File: config.mk
export PLATFORM = sky130hd
export DESIGN_NAME = lock_code_sender
export DESIGN_NICKNAME = d
export VERILOG_FILES = /design/src/rtl/lock_pkg.sv /design/src/rtl/sync2.sv /design/src/rtl/lock_code_sender.sv
export SDC_FILE = /design/constraint.sdc
export NUM_CORES = 1
export LEC_CHECK = 0
export BUFFER_PORTS_ARGS = -buffer_cell sky130_fd_sc_hd__buf_4
export CAP_MARGIN = 20
export CORE_AREA = 2 2 57 59
export CTS_CLUSTER_SIZE = 25
export DETAILED_ROUTE_END_ITERATION = 10
export DIE_AREA = 0 0 59 61
export PLACE_DENSITY = 0.77
export REMOVE_ABC_BUFFERS = 1
export SLEW_MARGIN = 20
export SYNTH_ARGS = -nofsm -noshare
export SYNTH_HDL_FRONTEND = slang
export SYNTH_HIERARCHICAL = 1
export SYNTH_SLANG_ARGS = --single-unit
File: constraint.sdc
create_clock -name clk -period 2.6 [get_ports clk]
set_input_delay 0.13 -clock clk [delete_from_list [all_inputs] [get_ports clk]]
set_output_delay 0.13 -clock clk [all_outputs]
set_load 0.01 [all_outputs]
File: src/rtl/lock_pkg.sv
// Shared definitions for the lock code sender: FSM state encoding and
// default timing/length values used by the top-level parameters.
package lock_pkg;

  localparam int DEF_MAX_LEN    = 8;
  localparam int DEF_PULSE_CYC  = 4;
  localparam int DEF_GAP_CYC    = 4;
  localparam int DEF_SETTLE_CYC = 4;

  typedef enum logic [2:0] {
    ST_IDLE      = 3'd0,
    ST_RST_PULSE = 3'd1,
    ST_RST_GAP   = 3'd2,
    ST_BIT_PULSE = 3'd3,
    ST_BIT_GAP   = 3'd4,
    ST_SETTLE    = 3'd5,
    ST_REPORT    = 3'd6
  } state_t;

endpackage

File: src/rtl/sync2.sv
// Two-flop synchronizer for a single asynchronous level, reset to 0.
module sync2 (
  input  logic clk,
  input  logic rst,
  input  logic d,
  output logic q
);

  logic meta;

  // Shift the asynchronous level through two flops before anyone looks at it.
  always_ff @(posedge clk) begin
    if (rst) begin
      meta <= 1'b0;
      q    <= 1'b0;
    end else begin
      meta <= d;
      q    <= meta;
    end
  end

endmodule

File: src/rtl/lock_code_sender.sv
// Drives a lock's RESET/ZERO/ONE buttons to enter a code, waits for the lock
// to settle, then reports its synchronized UNLOCK level with a done pulse.
module lock_code_sender
  import lock_pkg::*;
#(
  parameter int MAX_LEN    = DEF_MAX_LEN,
  parameter int PULSE_CYC  = DEF_PULSE_CYC,
  parameter int GAP_CYC    = DEF_GAP_CYC,
  parameter int SETTLE_CYC = DEF_SETTLE_CYC
) (
  input  logic                           clk,
  input  logic                           rst,
  input  logic                           start_valid,
  output logic                           start_ready,
  input  logic [MAX_LEN-1:0]             code_bits,
  input  logic [$clog2(MAX_LEN+1)-1:0]   code_len,
  input  logic                           reset_first,
  output logic                           reset_btn,
  output logic                           zero_btn,
  output logic                           one_btn,
  input  logic                           unlock_in,
  output logic                           done,
  output logic                           unlocked,
  output logic                           busy
);

  localparam int LW      = $clog2(MAX_LEN + 1);
  localparam int CNT_MAX = (PULSE_CYC > GAP_CYC)
                         ? ((PULSE_CYC > SETTLE_CYC) ? PULSE_CYC : SETTLE_CYC)
                         : ((GAP_CYC > SETTLE_CYC) ? GAP_CYC : SETTLE_CYC);
  localparam int CW      = $clog2(CNT_MAX + 1);

  state_t             state, state_nxt;
  logic [CW-1:0]      cnt, cnt_nxt;
  logic [LW-1:0]      idx, idx_nxt;
  logic [LW-1:0]      len_q, len_nxt, len_clamped;
  logic [MAX_LEN-1:0] code_q, code_nxt;
  logic               unlocked_nxt;
  logic               bit_nxt;
  logic               unlock_sync;

  sync2 u_sync2 (
    .clk (clk),
    .rst (rst),
    .d   (unlock_in),
    .q   (unlock_sync)
  );

  assign len_clamped = (code_len > LW'(MAX_LEN)) ? LW'(MAX_LEN) : code_len;

  // Next-state, counter, bit index and capture logic for the press sequence.
  always_comb begin
    // NOTE: every variable gets a default first so no path can infer a latch.
    state_nxt    = state;
    cnt_nxt      = cnt + 1'b1;
    idx_nxt      = idx;
    len_nxt      = len_q;
    code_nxt     = code_q;
    unlocked_nxt = unlocked;

    case (state)
      ST_IDLE: begin
        cnt_nxt = '0;
        if (start_valid) begin
          code_nxt = code_bits;
          len_nxt  = len_clamped;
          idx_nxt  = '0;
          if (reset_first)            state_nxt = ST_RST_PULSE;
          else if (len_clamped == '0) state_nxt = ST_SETTLE;
          else                        state_nxt = ST_BIT_PULSE;
        end
      end
      ST_RST_PULSE: begin
        if (cnt == CW'(PULSE_CYC - 1)) begin
          cnt_nxt   = '0;
          state_nxt = ST_RST_GAP;
        end
      end
      ST_RST_GAP: begin
        if (cnt == CW'(GAP_CYC - 1)) begin
          cnt_nxt   = '0;
          state_nxt = (len_q == '0) ? ST_SETTLE : ST_BIT_PULSE;
        end
      end
      ST_BIT_PULSE: begin
        if (cnt == CW'(PULSE_CYC - 1)) begin
          cnt_nxt   = '0;
          state_nxt = ST_BIT_GAP;
        end
      end
      ST_BIT_GAP: begin
        if (cnt == CW'(GAP_CYC - 1)) begin
          cnt_nxt   = '0;
          idx_nxt   = idx + 1'b1;
          state_nxt = ((idx + 1'b1) < len_q) ? ST_BIT_PULSE : ST_SETTLE;
        end
      end
      ST_SETTLE: begin
        if (cnt == CW'(SETTLE_CYC - 1)) begin
          cnt_nxt      = '0;
          unlocked_nxt = unlock_sync;
          state_nxt    = ST_REPORT;
        end
      end
      ST_REPORT: begin
        cnt_nxt   = '0;
        state_nxt = ST_IDLE;
      end
      default: begin
        cnt_nxt   = '0;
        state_nxt = ST_IDLE;
      end
    endcase
  end

  // Code bit that the next BIT_PULSE cycle will present.
  assign bit_nxt = |(code_nxt & (MAX_LEN'(1) << idx_nxt));

  // Register state and decode outputs from the next state so every output is a flop.
  always_ff @(posedge clk) begin
    // NOTE: non-blocking assignments keep all flops updating from the same pre-edge values.
    if (rst) begin
      state       <= ST_IDLE;
      cnt         <= '0;
      idx         <= '0;
      len_q       <= '0;
      code_q      <= '0;
      reset_btn   <= 1'b0;
      zero_btn    <= 1'b0;
      one_btn     <= 1'b0;
      done        <= 1'b0;
      busy        <= 1'b0;
      unlocked    <= 1'b0;
      start_ready <= 1'b1;
    end else begin
      state       <= state_nxt;
      cnt         <= cnt_nxt;
      idx         <= idx_nxt;
      len_q       <= len_nxt;
      code_q      <= code_nxt;
      reset_btn   <= (state_nxt == ST_RST_PULSE);
      zero_btn    <= (state_nxt == ST_BIT_PULSE) && !bit_nxt;
      one_btn     <= (state_nxt == ST_BIT_PULSE) &&  bit_nxt;
      done        <= (state_nxt == ST_REPORT);
      busy        <= (state_nxt != ST_IDLE);
      unlocked    <= unlocked_nxt;
      start_ready <= (state_nxt == ST_IDLE);
    end
  end

endmodule

==> results_dict.tcl <==
set metrics [dict create \
    status "finished clean" \
    final_cells 248 \
    synth_cell_types 44 \
    startpoint_type "flip-flop" \
    cts_setup_buffers 0 \
    pwr-share-seq 0.548 \
    htree_levels 2 \
    areaGrowthSynthToFinish_pct 15.2 \
    dr.pass1.iters 4 \
    dp_cells 241 \
    path_cells "ha_1, ha_2, nor4b_2, o21ai_1, a31oi_1, a2111oi_1, a211oi_1, and2_1" \
    num_vias 1449 \
    critPathCapture "zero_btn$_SDFF_PP0_" \
    synthMostInstantiatedCell "dfxtp_1" \
    worstPathRequired_ns 2.83 \
    tightest_slew_ns 0.531 \
    drc 0 \
    cts_made_buffers 5 \
    tns_ns 0 \
    grt_pass1_vias 1297 \
    crit_path_end_kind "flip-flop" \
    worstPathMaxFanout 13 \
    n_antenna_cell 0 \
    wire_per_inst_um 14.0 \
    p_total_mw 0.950 \
    swShare 0.272 \
    timing.rr.start "cnt[0]$_SDFF_PP0_" \
    core_area_um2 2950 \
    cp_data_arrival_time_ns 2.53 \
    clock-sinks 31 \
    finClkSkew_ns 0.00794 \
    vdd_drop_max_mv 0.423 \
    clk_pin_slew_ns 0.09 \
    antenna_found_initial 0 \
    ys_warn_count 6 \
    grt_max_degree 24 \
    grt_pass1_wl_um 5840 \
    grt_use_total 0.220 \
    fin_crit_ns 2.29 \
    path_buf_inv 0 \
    rsz0062_at_grt "no" \
    hp-class "primary input to flip-flop" \
    dp_hpwl_um 2520 \
    reg2regPathDepth 8 \
    reg2reg_slack_ns 0.31 \
    initialDrtViolationCount 67 \
    synth-seq-area-share 0.389 \
    fin_area_um2 1840 \
    slew_headroom 0.646 \
    met2_length_um 1670 \
    cpPeakStageDelay_ns 0.46 \
    cts_buffer_depth 2 \
    wl_met1_um 1540 \
    placed_area_um2 1770 \
    crit_family "compound AO/OA/AOI/OAI gates" \
    synth_area_per_cell_um2 8.27 \
    top_layer "met4" \
    power_density_nw_per_um2 517 \
    fmax_mhz 436 \
    synthArstFlopShare 0 \
    met3_length_um 191 \
    cp_slowest_cell "a2111oi_1" \
    internal_power_mw 0.692 \
    drv_slew 0 \
    ant_nets 0 \
    syn_inst 193 \
    final_layout_size_suffix_gt1_frac 0.205 \
    yosys-top-cells-area "dfxtp_1 39%, nand2_1 6.6%, a21oi_1 6.0%" \
    p_leak_nw 0.728 \
    port_buffers 23 \
    die_w_um 59 \
    finalWirelength_um 3470 \
    ys_ff_latch 31 \
    clock-root-buffer "clkbuf_4" \
    nets 238 \
    synth_area_um2 1600 \
    crit_type "flip-flop to flip-flop" \
    grt-ovfl-total 0 \
    crit_cells 8 \
    setup-violations-final 0 \
    r2r-end "zero_btn$_SDFF_PP0_" \
    start_util 0.540 \
    die_area_um2 3600 \
    cts_tree "yes" \
    yosysTopAreaCell "dfxtp_1" \
    synth_top_flop_cell "dfxtp_1" \
    cap_violations 0 \
    synth_top_area_share 0.389 \
    hold_viol 0 \
    post-route-period-util 0.882 \
    synth_edf_count 0 \
    clkPwrFrac 0.301 \
    die_h_um 61 \
    gp_congestion 0.902 \
    rows 20 \
    n_fill_cell 266 \
    switchingPower_mw 0.258 \
    ioPinCount 24 \
    yosys-top-cells-count "31 x dfxtp_1, 28 x nand2_1, 19 x a21oi_1" \
    insertion_delay_ns 0.33 \
    startpoint "cnt[0]$_SDFF_PP0_" \
    routed_via_density 5.84 \
    combPwrFrac 0.152 \
    postLayoutCoreUtil 0.622 \
]
layout make-up:
cell class / instances / area (um2) / share of cell area
tap: 33 / 41.3 / 0.0225
timing repair buffer: 26 / 195 / 0.106
multi-input combinational: 144 / 898 / 0.489
inverter: 7 / 26.3 / 0.0143
sequential: 31 / 621 / 0.338
clock inverter: 1 / 5.00 / 0.00272
clock buffer: 6 / 51.3 / 0.0279
cells by family (layout without fill, tap and decap cells):
logic type	after synthesis	count (layout)	synth area share
xor gates and xnor gates	2	2	0.0110
buffers and inverters	18	40	0.0541
muxes	5	5	0.0329
adders and majority gates	6	6	0.0471
DFF	31	31	0.389
and+or+nand+nor	78	78	0.259
AOI/OAI and AO/OA	53	53	0.207
timing repair:
item | in CTS | in global routing
endpoints found under the setup margin | 0 | 2
hold buffers | 0 | 0
gates resized for setup | 0 | 3
placed cells by master (no fill, tap or decap), drive strengths merged, types with 3 or more instances in the layout:
master  count
a21oi      19
a311oi      3
buf        26
clkbuf      6
dfxtp      31
ha          6
inv         7
mux2i       3
nand2      28
nand3       3
nand3b      6
nor2       17
nor2b       7
nor3        4
nor3b       3
o21a        4
o21ai      14
flip-flops by register name, summed over array words and instances (netlist names), 3 cells and up:
| name | flops |
|---|---|
| state | 3 |
| cnt | 3 |
| code_q | 8 |
| idx | 4 |
| len_q | 4 |
metal layers:
metal  GRT usage  up-vias
met3      0.0597        9
li1            -      724
met5           0        -
met1       0.271      669
met4      0.0877        0
met2       0.365       47
metrics by stage:
stage	worst slack, ns	hold slack [ns]
3_3_place_gp	0.314	0.339
2_1_floorplan	0.509	0.199
3_5_place_dp	0.156	0.383
5_1_grt	0.0480	0.0340
6_report	0.307	0.0362
4_1_cts	0.115	0.0266
power by group through the flow:
| stage | clock network, mW | logic [mW] | registers, mW |
|---|---|---|---|
| final | 0.286 | 0.144 | 0.520 |
| after global routing | 0.306 | 0.163 | 0.523 |
| after CTS | 0.291 | 0.144 | 0.520 |
| after detailed placement | 0 | 0.143 | 0.531 |
| after global placement | 0 | 0.136 | 0.530 |
| after floorplan | 0 | 0.0788 | 0.529 |
worst min path at each step:
stage | from | end | slack, ns | depth (start not counted)
3_3_place_gp | unlock_in | u_sync2/meta$_SDFF_PP0_ | 0.34 | 2
6_report | unlock_in | u_sync2/meta$_SDFF_PP0_ | 0.04 | 2
4_1_cts | code_bits[4] | code_q[4]$_SDFF_PP0_ | 0.03 | 3
5_1_grt | unlock_in | u_sync2/meta$_SDFF_PP0_ | 0.03 | 2
2_1_floorplan | rst | code_q[0]$_SDFF_PP0_ | 0.20 | 1
3_5_place_dp | unlock_in | u_sync2/meta$_SDFF_PP0_ | 0.38 | 2
No activity file was read; power rests on OpenSTA's default activity.
